$ cat src/rtl/ping_pong_line_reader.sv
// Read-side sequencer for the ping_pong_ram line buffer: sweeps one line of
// addresses per line_end and streams the returned pixels through a small FIFO.
module ping_pong_line_reader #(
  parameter int ADDR_W     = 11,
  parameter int DATA_W     = 8,
  parameter int LINE_WIDTH = 1280,
  parameter int BASE_ADDR  = 1
) (
  input  logic              clk,
  input  logic              reset,
  input  logic              line_end,
  output logic              re,
  output logic [ADDR_W-1:0] read_addr,
  input  logic [DATA_W-1:0] read_data,
  output logic [DATA_W-1:0] pix_data,
  output logic              pix_valid,
  input  logic              pix_ready,
  output logic              pix_sol,
  output logic              pix_eol,
  output logic              busy,
  output logic              overrun
);

  localparam int CNT_W = $clog2(LINE_WIDTH + 1);
  localparam logic [ADDR_W-1:0] FIRST_ADDR = ADDR_W'(BASE_ADDR);
  localparam logic [ADDR_W-1:0] LAST_ADDR  = ADDR_W'(BASE_ADDR + LINE_WIDTH - 1);
  localparam logic [CNT_W-1:0]  LAST_IDX   = CNT_W'(LINE_WIDTH - 1);

  typedef enum logic [1:0] {
    IDLE  = 2'd0,
    READ  = 2'd1,
    DRAIN = 2'd2
  } state_t;

  state_t              state_r, state_n_s;
  logic                re_r, re_n_s;
  logic [ADDR_W-1:0]   addr_r, addr_n_s;
  logic                cap_r;
  logic                busy_r, busy_n_s;
  logic                pending_r, pending_n_s;
  logic                overrun_r;
  logic [DATA_W-1:0]   fifo_mem_r [4];
  logic [1:0]          wr_ptr_r, rd_ptr_r;
  logic [2:0]          count_r;
  logic [CNT_W-1:0]    idx_r;

  logic                valid_s, push_s, pop_s, eol_acc_s, late_s, room_s;
  logic [2:0]          count_next_s;

  assign valid_s      = (count_r != 3'd0);
  assign push_s       = cap_r;
  assign pop_s        = valid_s & pix_ready;
  assign eol_acc_s    = pop_s & (idx_r == LAST_IDX);
  assign late_s       = line_end & (busy_r | pending_r);
  assign count_next_s = count_r + {2'b00, push_s} - {2'b00, pop_s};
  // The read issued next is allowed only if everything already owed still fits the FIFO.
  assign room_s       = (({1'b0, count_next_s} + {3'b000, re_r}) <= 4'd3);

  // Next-state, read-issue and start bookkeeping.
  always_comb begin
    state_n_s   = state_r;
    re_n_s      = 1'b0;
    addr_n_s    = addr_r;
    busy_n_s    = busy_r;
    pending_n_s = pending_r | late_s;
    case (state_r)
      IDLE: begin
        if (line_end | pending_r) begin
          state_n_s   = READ;
          re_n_s      = room_s;
          addr_n_s    = FIRST_ADDR;
          busy_n_s    = 1'b1;
          pending_n_s = 1'b0;
        end else begin
          state_n_s   = IDLE;
        end
      end
      READ: begin
        if (re_r && (addr_r == LAST_ADDR)) begin
          state_n_s = DRAIN;
          re_n_s    = 1'b0;
        end else begin
          re_n_s    = room_s;
          addr_n_s  = re_r ? (addr_r + ADDR_W'(1)) : addr_r;
        end
      end
      DRAIN: begin
        if (eol_acc_s) begin
          // A pending (or coincident) start is consumed by going straight back to READ.
          if (pending_r | line_end) begin
            state_n_s   = READ;
            re_n_s      = room_s;
            addr_n_s    = FIRST_ADDR;
            busy_n_s    = 1'b1;
            pending_n_s = 1'b0;
          end else begin
            state_n_s   = IDLE;
            addr_n_s    = FIRST_ADDR;
            busy_n_s    = 1'b0;
          end
        end else begin
          state_n_s = DRAIN;
        end
      end
      default: begin
        state_n_s   = IDLE;
        addr_n_s    = FIRST_ADDR;
        busy_n_s    = 1'b0;
        pending_n_s = 1'b0;
      end
    endcase
  end

  // Control, FIFO bookkeeping and output-index registers.
  always_ff @(posedge clk) begin
    if (reset) begin
      state_r   <= IDLE;
      re_r      <= 1'b0;
      addr_r    <= FIRST_ADDR;
      cap_r     <= 1'b0;
      busy_r    <= 1'b0;
      pending_r <= 1'b0;
      overrun_r <= 1'b0;
      wr_ptr_r  <= 2'd0;
      rd_ptr_r  <= 2'd0;
      count_r   <= 3'd0;
      idx_r     <= CNT_W'(0);
    end else begin
      state_r   <= state_n_s;
      re_r      <= re_n_s;
      addr_r    <= addr_n_s;
      cap_r     <= re_r;
      busy_r    <= busy_n_s;
      pending_r <= pending_n_s;
      overrun_r <= late_s;
      count_r   <= count_next_s;
      if (push_s) begin
        wr_ptr_r <= wr_ptr_r + 2'd1;
      end
      if (pop_s) begin
        rd_ptr_r <= rd_ptr_r + 2'd1;
        idx_r    <= eol_acc_s ? CNT_W'(0) : (idx_r + CNT_W'(1));
      end
    end
  end

  // FIFO storage; contents are don't-care until count_r covers them.
  always_ff @(posedge clk) begin
    if (push_s) begin
      fifo_mem_r[wr_ptr_r] <= read_data;
    end
  end

  assign re        = re_r;
  assign read_addr = addr_r;
  assign busy      = busy_r;
  assign overrun   = overrun_r;
  assign pix_valid = valid_s;
  assign pix_data  = valid_s ? fifo_mem_r[rd_ptr_r] : {DATA_W{1'b0}};
  assign pix_sol   = valid_s & (idx_r == CNT_W'(0));
  assign pix_eol   = valid_s & (idx_r == LAST_IDX);

endmodule

$ cat config.mk
export PLATFORM = sky130hd
export DESIGN_NAME = ping_pong_line_reader
export DESIGN_NICKNAME = d
export VERILOG_FILES = /design/src/rtl/ping_pong_line_reader.sv
export SDC_FILE = /design/constraint.sdc
export NUM_CORES = 1
export LEC_CHECK = 0
export ABC_AREA = 1
export CAP_MARGIN = 5
export CORE_UTILIZATION = 45
export CTS_CLUSTER_DIAMETER = 60
export DETAILED_ROUTE_END_ITERATION = 10
export HOLD_SLACK_MARGIN = 0.02
export PLACE_DENSITY = 0.66
export SYNTH_ARGS = -nofsm -noshare
export SYNTH_HDL_FRONTEND = slang
export SYNTH_SLANG_ARGS = --single-unit
$ cat constraint.sdc
create_clock -name clk -period 6.14 [get_ports clk]
set_clock_uncertainty 0.05 [all_clocks]
set_input_delay 0.614 -clock clk [delete_from_list [all_inputs] [get_ports clk]]
set_output_delay 0.614 -clock clk [all_outputs]
set_load 0.03 [all_outputs]
==> run metrics <==
post_cts resized=0; Pre-antenna DRT Iters=4; hpwl dp=4.582 mm; Slew Limit Fails=0; # diodes=0; final worst slack=3.173 ns; PD cells=332.0 nW/µm²; DRT antenna net count=0; post-synthesis net count=423; sequential share of the synthesized area=0.5113; power consumption=1.322 mW; Synth cell types=33; Setup crit start kind=register; Synth Instances=400; Core Area=7253 µm²; initial core utilization=0.4642; drc violations=0; leakage=1.486 nW; CP endpoint kind=output pin; Syn. warnings=0; critical path type=reg2out; outcome=complete, no violations; filler instances=674; PortBufs=36; Top FF cell, synth=dfxtp_1; Die Span Y=88.50 µm; Post-synth EDFFs=32; chip width=88.50 µm; initial antenna violation count=0; total global routing overflow=0; Worst-Margin Slew=0.7747 ns; register area=1722 µm²; io pins=37; Sequential Power Share=0.430; Post-CTS Setup Bufs=0; Num CTS Buffers=9; clock share of power=0.262; vias in the first global route=2368; Fmax=337.0 MHz; Net Switching=0.4872 mW; Synth Register Bits=70; crit path max fanout=17; CP required=5.48 ns; nets=461; footprint of the multi-input gates=1399 µm²; Logic pwr share=0.308; GP Congestion=0.8465; first-pass GRT wire length=10.81 mm; internal power=0.8345 mW; vias per inst=4.886; Slew HR=0.4819; Cell Area, Synth=3367 µm²; root cell of the clock tree=clkbuf_8; async set-reset flop share out of synthesis=0; Final Cycle Share=0.4833; Fin. Hold Viols=0; TNS Setup=0 ns; Critical Path AT=2.30 ns; Setup WS pre-CTS=3.308 ns; Cells after DPL=526; HP Class=reg2reg; std cell rows=31; WL per Instance=12.46 µm; clock-pin slew on the worst setup and hold paths=0.08 ns; wirelength, routed=6.753 mm; Total GRT Usage=0.1835; Final Setup Violations=0; Sw Share=0.3686; hold_buf cts=0; Syn Area/Cell=8.417 µm²; Die Area=7832 µm²; layout cells sized above 1=0.09481; P&R area growth vs syn=18.25%; Max-cap violations=0; RSZ-0062 raised after global routing=no; Clk Latency, worst-skew pair=0.35 ns; Final min period=2.967 ns; Clock Path Buffers=2; fin cells=542; TritonCTS sink count=70; H-Tree Depth=3; pin count of the biggest net entering global routing=22; DRT iter0 DRCs=124; worst ir drop on vdd=140.5 µV; CTS tree=yes; vias post-DR=2648
layout make-up:
type	count	share of cell area
sequential	70	0.4324
inverter	51	0.04808
multi-input combinational	270	0.3514
tap	99	0.03111
timing repair buffer	36	0.09051
clock buffer	9	0.03111
clock inverter	7	0.01540
routing by layer:
metal	global-route usage	vias up	part of all wire
li1	-	1380	-
met1	0.2424	1200	0.48
met2	0.2902	63	0.47
met3	0.04851	5	0.046
met4	0.06745	0	0.0074
met5	0	-	0
cells by family after synthesis:
kind of cell / share of synthesized area
xor+xnor: 0.01041
compound gates: 0.09922
buf+inv: 0.07321
fa+ha+maj: 0.04311
flops: 0.5113
simple gates: 0.2627
worst paths after layout:
| check | slack, ns | cells after the start | startpoint | endpoint |
|---|---|---|---|---|
| worst max-delay path | 3.17 | 4 | register | pix_data[4] |
| worst min-delay path | 0.41 | 2 | rd_ptr_r[1]$_SDFFE_PP0P_ | register |
| worst max register to register | 3.95 | 9 | count_r[1]$_SDFF_PP0_ | re$_SDFF_PP0_ |
| worst min register to register | 0.41 | 2 | rd_ptr_r[1]$_SDFFE_PP0P_ | register |
layout by cell type (no fill, tap or decap), types with 3 or more instances in the layout:
master,instances
inv_1,41
dfxtp_1,38
nor2_2,4
clkbuf_8,9
nand3_1,27
clkdlybuf4s50_1,36
a21oi_1,32
o21ai_0,24
nor2_1,68
inv_2,8
nand2_1,72
nand4_1,4
nor3_1,3
ha_1,10
inv_6,3
edfxtp_1,32
nor2_4,5
nand2_2,3
synthesized netlist by cell type (3+ instances only):
cell type	number	area [µm²]
a21oi_1	32	160.2
o21ai_0	24	120.1
nor2_1	68	255.2
nor2_2	4	25.02
nand2_1	72	270.3
nand3_1	27	135.1
dfxtp_1	38	760.7
nor2_4	5	56.30
inv_2	8	30.03
edfxtp_1	32	960.9
nand2_2	3	18.77
clkbuf_1	5	18.77
ha_1	10	125.1
inv_1	41	153.9
nor3_1	3	15.01
nand4_1	4	25.02
worst max-delay path, cell delays in order (launching register included):
cell	delay, ns
dfxtp_1	0.73
inv_2	0.26
o21ai_0	0.26
a21oi_1	0.10
clkdlybuf4s50_1	0.60
flip-flops by register name, summed over array words and instances, names as in the netlist, named ones only:
name / cells
fifo_mem_r: 32
read_addr: 11
rd_ptr_r: 2
pending_r: 1
count_r: 3
overrun: 1
state_r: 2
cap_r: 1
wr_ptr_r: 2
idx_r: 11
busy: 1
re: 1
stage by stage:
stage / area (µm²) / hold WS (ns) / util
6_report: 3981 / 0.4122 / 0.5489
5_1_grt: 3981 / 0.4343 / 0.5489
4_1_cts: 3981 / 0.4155 / 0.5489
3_5_place_dp: 3796 / 0.4092 / 0.5234
3_3_place_gp: 3796 / 0.4022 / 0.5234
2_1_floorplan: 3367 / 0.3873 / -
power groups by stage:
stage	registers, mW	clock network [mW]	logic, mW
after global placement	0.578	0	0.404
final	0.568	0.346	0.408
after floorplan	0.569	0	0.279
after CTS	0.568	0.358	0.413
after global routing	0.575	0.374	0.453
after detailed placement	0.578	0	0.411
No activity file was read; power rests on OpenSTA's default activity.
